<file path="config.mk">
export PLATFORM = sky130hd
export DESIGN_NAME = traffic_ctrl_n
export DESIGN_NICKNAME = d
export VERILOG_FILES = /design/src/rtl/traffic_ctrl_n.sv
export SDC_FILE = /design/constraint.sdc
export NUM_CORES = 1
export LEC_CHECK = 0
export ABC_AREA = 1
export BUFFER_PORTS_ARGS = -buffer_cell sky130_fd_sc_hd__buf_2
export CAP_MARGIN = 10
export CORE_MARGIN = 1
export CORE_UTILIZATION = 48
export DETAILED_ROUTE_END_ITERATION = 12
export GPL_TIMING_DRIVEN = 0
export HOLD_SLACK_MARGIN = 0.06
export PLACE_DENSITY = 0.81
export SLEW_MARGIN = 20
export SYNTH_ARGS = -nofsm -noshare
export SYNTH_HDL_FRONTEND = slang
export SYNTH_SLANG_ARGS = --single-unit
export TNS_END_PERCENT = 10
</file>
<file path="constraint.sdc">
create_clock -name CK -period 2.2 [get_ports CK]
set_input_delay 0.11 -clock CK [delete_from_list [all_inputs] [get_ports CK]]
set_output_delay 0.11 -clock CK [all_outputs]
set_load 0.02 [all_outputs]
</file>
<file path="src/rtl/traffic_ctrl_n.sv">
// traffic_ctrl_n: round-robin multi-approach traffic light controller.
// A single phase timer advances on TICK. Pending requests are latched per channel,
// and the next green goes to the first pending channel after PHASE.
// Optional flash mode is compiled in with `define TRAFFIC_CTRL_FLASH_EN.
module traffic_ctrl_n #(
    parameter int unsigned NCH       = 4,
    parameter int unsigned TW        = 8,
    parameter int unsigned GREEN_MIN = 3,
    parameter int unsigned GREEN_MAX = 6,
    parameter int unsigned YELLOW_T  = 2,
    parameter int unsigned ALLRED_T  = 1
) (
    input  logic           CK,
    input  logic           RN,
    input  logic           TICK,
    input  logic [NCH-1:0] REQ,
`ifdef TRAFFIC_CTRL_FLASH_EN
    input  logic           FLASH,
`endif
    output logic [NCH-1:0] GREEN,
    output logic [NCH-1:0] YELLOW,
    output logic [NCH-1:0] RED,
    output logic [NCH-1:0] ACK,
    output logic [2:0]     PHASE,
    output logic [NCH-1:0] PEND
);

    localparam int unsigned PW = 3;

    // Terminal timer values: a state of length T exits when the timer reaches T-1 on a tick.
    localparam logic [TW-1:0] GMIN_LAST = TW'(GREEN_MIN - 1);
    localparam logic [TW-1:0] GMAX_LAST = TW'(GREEN_MAX - 1);
    localparam logic [TW-1:0] YEL_LAST  = TW'(YELLOW_T - 1);
    localparam logic [TW-1:0] AR_LAST   = TW'(ALLRED_T - 1);

    typedef enum logic [2:0] {
        S_ALLRED = 3'd0,
        S_GREEN  = 3'd1,
        S_YELLOW = 3'd2,
        S_REST   = 3'd3
`ifdef TRAFFIC_CTRL_FLASH_EN
        ,
        S_FLASH  = 3'd4
`endif
    } state_t;

    state_t          state, state_n;
    logic [TW-1:0]   timer, timer_n;
    logic [PW-1:0]   phase_n;
    logic [NCH-1:0]  pend_n;
    logic [NCH-1:0]  green_n, yellow_n, red_n, ack_n;
    logic [NCH-1:0]  oh_phase, oh_next;
    logic            oth_pend;
    logic            found;
    logic [PW-1:0]   win;

    // Round-robin search over latched requests, starting just after PHASE.
    always_comb begin
        found = 1'b0;
        win   = PHASE;
        for (int unsigned k = 1; k <= NCH; k++) begin
            int unsigned idx;
            idx = (32'(PHASE) + k) % NCH;
            if (!found && ((PEND & (NCH'(1) << idx)) != '0)) begin
                found = 1'b1;
                win   = PW'(idx);
            end
        end
    end

    // Some channel other than the one being served is waiting.
    always_comb begin
        oh_phase = NCH'(1) << PHASE;
        oth_pend = |(PEND & ~oh_phase);
    end

    // Next-state, timer, request latch and lamp decode.
    always_comb begin
        state_n  = state;
        timer_n  = TICK ? timer + TW'(1) : timer;
        phase_n  = PHASE;
        pend_n   = PEND | REQ;
        ack_n    = '0;
        green_n  = '0;
        yellow_n = '0;
        red_n    = '1;
        oh_next  = '0;

        case (state)
            S_ALLRED: begin
                if (TICK && (timer == AR_LAST)) begin
                    if (found) begin
                        state_n = S_GREEN;
                        phase_n = win;
                    end else begin
                        state_n = S_REST;
                    end
                end
            end
            S_REST: begin
                if (found) begin
                    state_n = S_GREEN;
                    phase_n = win;
                end
            end
            S_GREEN: begin
                if (TICK && ((timer == GMAX_LAST) || ((timer >= GMIN_LAST) && oth_pend))) begin
                    state_n = S_YELLOW;
                end
            end
            S_YELLOW: begin
                if (TICK && (timer == YEL_LAST)) begin
                    state_n = S_ALLRED;
                end
            end
`ifdef TRAFFIC_CTRL_FLASH_EN
            S_FLASH: begin
                if (!FLASH) begin
                    state_n = S_ALLRED;
                end
            end
`endif
            default: state_n = S_ALLRED;
        endcase

`ifdef TRAFFIC_CTRL_FLASH_EN
        // Flash overrides everything, including a green grant in the same cycle.
        if (FLASH) begin
            state_n = S_FLASH;
            phase_n = PHASE;
        end
`endif

        if (state_n != state) begin
            timer_n = '0;
        end

        // Green entry grants the channel and drops its latch, even if REQ is high now.
        if ((state_n == S_GREEN) && (state != S_GREEN)) begin
            ack_n  = NCH'(1) << phase_n;
            pend_n = pend_n & ~ack_n;
        end

        oh_next = NCH'(1) << phase_n;
        case (state_n)
            S_GREEN: begin
                green_n = oh_next;
                red_n   = ~oh_next;
            end
            S_YELLOW: begin
                yellow_n = oh_next;
                red_n    = ~oh_next;
            end
`ifdef TRAFFIC_CTRL_FLASH_EN
            S_FLASH: begin
                if (state != S_FLASH) begin
                    red_n = '1;
                end else begin
                    red_n = TICK ? ~RED : RED;
                end
            end
`endif
            default: red_n = '1;
        endcase
    end

    // State, timer and registered outputs.
    always_ff @(posedge CK or negedge RN) begin
        if (!RN) begin
            state  <= S_ALLRED;
            timer  <= '0;
            PEND   <= '0;
            PHASE  <= PW'(NCH - 1);
            GREEN  <= '0;
            YELLOW <= '0;
            RED    <= '1;
            ACK    <= '0;
        end else begin
            state  <= state_n;
            timer  <= timer_n;
            PEND   <= pend_n;
            PHASE  <= phase_n;
            GREEN  <= green_n;
            YELLOW <= yellow_n;
            RED    <= red_n;
            ACK    <= ack_n;
        end
    end

endmodule

</file>
==> flow_summary.json, run 1 <==
{
  "outcome": "completed",
  "grt_max_degree": 35,
  "ff2ff_setup_slack_ns": 0.10,
  "start_kind": "flip-flop",
  "leakagePower_nw": 1.25,
  "cts-root-buf": "clkbuf_8",
  "cap_violations": 0,
  "fp-row-count": 22,
  "vias": 1664,
  "cts_inserted_buffers": 5,
  "dr.pass1.iters": 4,
  "max_stage_delay_ns": 0.59,
  "clock_skew_ns": 0.00656,
  "clkLatencyLatePin_ns": 0.28,
  "wl_per_cell_um": 11.9,
  "viasPerCell": 4.94,
  "synth_area_leaders": "dfrtp_1 37%, nand2_1 15%, nor2_1 8.8%",
  "gp_congestion": 0.937,
  "nets": 303,
  "grt_pass1_vias": 1521,
  "final.fill_count": 313,
  "yosysTopAreaCellShare_pct": 37.4,
  "vdd_drop_max_uv": 656,
  "synth_top_area_cell": "dfrtp_1",
  "setup_ws_ns": 0.104,
  "drt_first_iter_violations": 111,
  "netlist_area_sq_mm": 0.00187,
  "die_y_um": 64.5,
  "overflow": 0,
  "grt_pass1_wl_um": 6640,
  "fin_hold_ws_ns": 0.0852,
  "ys_types": 26,
  "fmax_ghz": 0.477,
  "antenna_found_initial": 0,
  "async_reset_ff_share_pct": 100,
  "synth-edff-count": 0,
  "worstPathArrival_ns": 2.31,
  "critical_path_class": "flip-flop to flip-flop",
  "clk_path_buf_depth": 2,
  "start_util_pct": 50.8,
  "numClockSinks": 34,
  "antennaDiodeCount": 0,
  "ios": 30,
  "antenna_left": 0,
  "yosys_warnings": 0,
  "ys_seq_area_share_pct": 45.8,
  "cpMostUsedCell": "nand2_1",
  "final_max_slew_viol_count": 0,
  "cts_tree": "yes",
  "clk_pin_slew_ns": 0.07,
  "synth_seq_cells": 34,
  "path_cells": "inv_1, ha_2, nand2_1, nand2_1, nor2_4, nand2_1, nor2_1, nand2_1, nand2_1, nand2_1, nand3_1, nand2_4, nor2_1",
  "dieArea_sq_mm": 0.00416,
  "port_buffers": 29,
  "post-route-drc-count": 0,
  "die_x_um": 64.5,
  "dominantRegCellSynth": "dfrtp_1",
  "slew_headroom_pct": 51.2,
  "p_per_area_mw_per_mm2": 1440,
  "syn_nets": 263,
  "crit_path_end_kind": "flip-flop",
  "hpwl_um": 2680,
  "tns_ns": 0,
  "grt_use_total_pct": 21.1,
  "fin_util_pct": 63.5,
  "cp.required_ns": 2.41,
  "period_needed_ns": 2.10,
  "routed_wl_um": 4010,
  "worst_slew_pin_slew_ns": 0.732,
  "drive_gt1_share_pct": 28.0,
  "dpl_worst_slack_ns": -0.0499,
  "htreeDepth": 2,
  "core_region_area_sq_mm": 0.00369,
  "syn_inst": 248,
  "period_share_pct": 95.3,
  "critical_path.max_fanout": 8,
  "final-setup-viol-count": 0,
  "min_path_type": "input pin to flip-flop",
  "avgSynthCellArea_sq_um": 7.55,
  "worst_path_max_delay_cell": "dfstp_2",
  "hold_violations": 0,
  "syn2layout_area_growth_pct": 25.0
}
cell usage in the layout, fill, tap and decap left out, drive strengths merged, types with 6 or more instances in the layout:
cell type and n:
nor2 48, dfstp 6, inv 39, nand3 13, ha 8, buf 31
nand2 80, dfrtp 28
registers in the layout, indices dropped and copies added, names as in the netlist:
register,count
timer,8
ACK,4
GREEN,4
PEND,4
RED,4
YELLOW,4
PHASE,3
state,3
final cells by class:
cell class | instances | area (sq um) | area share [%]
multi-input cells | 174 | 955 | 40.8
flip-flops and latches | 34 | 858 | 36.7
repair buffers | 33 | 180 | 7.70
inverters | 40 | 150 | 6.41
clock buffers | 5 | 68.8 | 2.94
clock inverters | 3 | 68.8 | 2.94
well taps | 48 | 60.1 | 2.57
logic make-up (layout without fill, tap and decap cells):
group           after synthesis  after routing  share of synthesized area, %
compound gates               12             12                          4.01
xor+xnor                      4              4                          1.87
fa+ha+maj                     8              8                          5.34
buf+inv                      40             81                          8.02
flops                        34             34                          45.8
other cells                   1              1                         0.200
simple gates                149            149                          34.7
worst paths after layout:
path                                       from              endpoint  depth (start not counted)
max                          PHASE[1]$_DFF_PN1_  timer[6]$_DFFE_PN0P_                         13
max reg2reg                  PHASE[1]$_DFF_PN1_  timer[6]$_DFFE_PN0P_                         13
min in group asynchronous                    RN      ACK[3]$_DFF_PN0_                          2
min                                      REQ[0]     PEND[0]$_DFF_PN0_                          3
max in group asynchronous                    RN  timer[6]$_DFFE_PN0P_                          2
min reg2reg                timer[6]$_DFFE_PN0P_  timer[6]$_DFFE_PN0P_                          2
per-layer routing:
metal	global-route usage [%]	share of wire, %	vias up
li1	-	-	832
met1	29.0	43	776
met2	32.0	50	48
met3	4.93	5.4	8
met4	8.89	1.5	0
met5	0	0	-
worst max-delay path, delay by kind of cell, from the launching register on:
kind / cells / cell delay, ns
and+or+nand+nor: 11 / 1.10
adders and majority gates: 1 / 0.22
DFF: 1 / 0.59
buffers and inverters: 1 / 0.11
synthesized netlist by cell type (2+ instances only):
cell     instances
dfstp_2          6
nand2_2          2
nand3_1         11
o21ai_0          5
dfrtp_1         28
inv_1           33
a21oi_1          5
nor2_2           2
ha_1             8
nor2_4           2
nand4_1          3
inv_2            6
nor2_1          44
or2_2            2
nor3_1           2
nand2_4          2
xor2_1           3
nand2_1         76
metrics by stage:
step	power, mW	std cells	area [sq um]
floorplan	2.07	248	1870
global placement	2.41	325	2080
detailed placement	2.44	325	2080
CTS	3.19	335	2250
global route	3.66	337	2340
finish	3.37	337	2340
power by group:
| part | switching (mW) | leakage (nW) | internal [mW] |
|---|---|---|---|
| clock network | 0.229 | 0.0683 | 0.454 |
| registers | 0.135 | 0.429 | 0.800 |
| logic | 1.16 | 0.755 | 0.595 |
timing repair:
| action | 4_1_cts | 5_1_grt |
|---|---|---|
| setup buffers | 0 | 2 |
| gates cloned | 0 | 0 |
| resized for setup | 4 | 20 |
| pin swaps | 0 | 5 |
| endpoints found under the hold margin | 29 | 0 |
| hold buffers | 2 | 0 |
| endpoints found under the setup margin | 20 | 28 |
(Power assumes the default switching activity.)
==> inputs of run 2 (changes only) <==
Settings changed: RECOVER_POWER from default to 50.
Clock period 2.2 ns to 2.25 ns, I/O delays scaled along.
==> run 2 against run 1 <==
The run now ends with max-capacitance violations, max-slew violations left; total power decreased by 5.5%; critical path depth increased by 1; combinational power decreased by 8%; largest cell class unchanged; highest routed layer unchanged; largest power group unchanged; global-route usage is 0.19 points lower; critical path type unchanged; register-to-register slack gained 0.05 ns.
==> flow_summary.json, run 2 (synthesis results as in run 1) <==
{
  "clk_pin_slew_ns": 0.07,
  "cts_inserted_buffers": 5,
  "critical_path_class": "flip-flop to flip-flop",
  "numClockSinks": 34,
  "slew_headroom_pct": -18.4,
  "grt_pass1_vias": 1505,
  "antenna_left": 0,
  "gp_congestion": 0.937,
  "viasPerCell": 4.96,
  "clock_skew_ns": 0.00588,
  "wl_per_cell_um": 11.5,
  "routed_wl_um": 3860,
  "antennaDiodeCount": 0,
  "path_cells": "inv_1, ha_2, nand2_1, nand2_1, nor2_4, inv_1, nor2_1, nand2_1, nand2_1, nand2_2, nand2_2, nand3_4, nor2_2, nor2_1",
  "die_x_um": 64.5,
  "rsz0062_at_grt": "yes",
  "ios": 30,
  "fmax_ghz": 0.476,
  "dp_cells": 325,
  "p_per_area_mw_per_mm2": 1400,
  "cp_top_family": "simple AND/OR/NAND/NOR gates",
  "violations": "max-capacitance violations, max-slew violations",
  "worstPathArrival_ns": 2.28,
  "grt_pass1_wl_um": 6590,
  "cts-root-buf": "clkbuf_8",
  "r2r_end": "PEND[2]$_DFF_PN0_",
  "hpwl_um": 2680,
  "grt_use_total_pct": 20.9,
  "leakagePower_nw": 1.19,
  "overflow": 0,
  "hold_violations": 0,
  "min_path_type": "input pin to flip-flop",
  "p_total_mw": 3.19,
  "final-setup-viol-count": 0,
  "dpl_worst_slack_ns": 0.0000557,
  "clkLatencyLatePin_ns": 0.28,
  "grt_max_degree": 35,
  "die_y_um": 64.5,
  "dr.pass1.iters": 5,
  "dpl-instance-area_sq_mm": 0.00208,
  "outcome": "finished, violations left",
  "largest_register_ffs": 8,
  "worst_path_max_delay_cell": "dfstp_2",
  "antenna_found_initial": 0,
  "cts_tree": "yes",
  "vias": 1665,
  "min_from": "REQ[0]",
  "worst_slew_pin_slew_ns": 1.78,
  "core_region_area_sq_mm": 0.00369,
  "period_needed_ns": 2.10,
  "regMostFlops": "timer",
  "r2r_cells": 14,
  "vdd_drop_max_uv": 631,
  "max_stage_delay_ns": 0.57,
  "drive_gt1_share_pct": 20.5,
  "final_area_sq_mm": 0.00227,
  "clk_path_buf_depth": 2,
  "final_max_slew_viol_count": 35,
  "syn2layout_area_growth_pct": 21.2,
  "hold_depth": 3,
  "critPathBufInv": 2,
  "cpMostUsedCell": "nand2_1",
  "hold_end": "PEND[0]$_DFF_PN0_",
  "crit_path_end_kind": "flip-flop",
  "start_util_pct": 50.8,
  "final_cell_mix": "74 x nand2_1, 41 x nor2_1, 33 x inv_1",
  "start_kind": "flip-flop",
  "instances_no_fill": 336,
  "tns_ns": 0,
  "cp.required_ns": 2.43,
  "fin_hold_ws_ns": 0.0838,
  "period_share_pct": 93.4,
  "dieArea_sq_mm": 0.00416,
  "setup_ws_ns": 0.149,
  "drt_first_iter_violations": 106,
  "post-route-drc-count": 0,
  "port_buffers": 29,
  "rr_startpoint": "PHASE[0]$_DFF_PN1_",
  "cap_violations": 1,
  "nets": 302,
  "critical_path.max_fanout": 5,
  "ff2ff_setup_slack_ns": 0.15,
  "fin_util_pct": 61.6,
  "htreeDepth": 2,
  "fp-row-count": 22,
  "final_common_cell": "nand2_1"
}
==> run 2: cell type report <==
type | count | area [sq um]
well taps | 48 | 60.1
fillers | 338 | 1420
multi-input cells | 174 | 908
repair buffers | 32 | 156
flip-flops and latches | 34 | 858
clock inverters | 3 | 68.8
clock buffers | 5 | 68.8
inverters | 40 | 150
==> run 2: per-layer routing <==
layer / up-vias / wire [um] / global-route usage (%)
met5: - / 0 / 0
met4: 0 / 89 / 8.89
met3: 11 / 215 / 4.93
met2: 55 / 1810 / 31.3
met1: 775 / 1740 / 29.0
li1: 824 / - / -
==> run 2: worst max-delay path by stage <==
stage	from	to	slack, ns	depth (start not counted)
5_1_grt	PHASE[1]$_DFF_PN1_	YELLOW[1]$_DFF_PN0_	-0.05	14
3_5_place_dp	PHASE[0]$_DFF_PN1_	PEND[2]$_DFF_PN0_	0.00006	14
6_report	PHASE[0]$_DFF_PN1_	PEND[2]$_DFF_PN0_	0.15	14
3_3_place_gp	PHASE[0]$_DFF_PN1_	timer[6]$_DFFE_PN0P_	0.02	13
4_1_cts	PHASE[0]$_DFF_PN1_	timer[7]$_DFFE_PN0P_	0.02	13
2_1_floorplan	PHASE[0]$_DFF_PN1_	PEND[2]$_DFF_PN0_	0.19	14
==> run 2: worst reg2reg max path, cell delays in order (launching register included) <==
cell and delay (ns):
dfstp_2 0.57, inv_1 0.09, ha_2 0.22, nand2_1 0.07
nand2_1 0.10, nor2_4 0.16, inv_1 0.06, nor2_1 0.08
nand2_1 0.05, nand2_1 0.08, nand2_2 0.09, nand2_2 0.15
nand3_4 0.11, nor2_2 0.11, nor2_1 0.05
==> run 2: what timing repair did <==
action | 4_1_cts | 5_1_grt
hold buffers | 2 | 0
resized for setup | 2 | 10
endpoints found under the hold margin | 29 | 0
buffers inserted | 0 | 1
endpoints found under the setup margin | 8 | 28
pin swaps | 0 | 1
==> run 2: power by group <==
group	total [mW]	leakage [nW]	switching, mW	internal [mW]
Combinational	1.61	0.689	1.09	0.521
Sequential	0.911	0.429	0.129	0.782
Clock	0.669	0.0683	0.225	0.444
Total	3.19	1.19	1.44	1.75
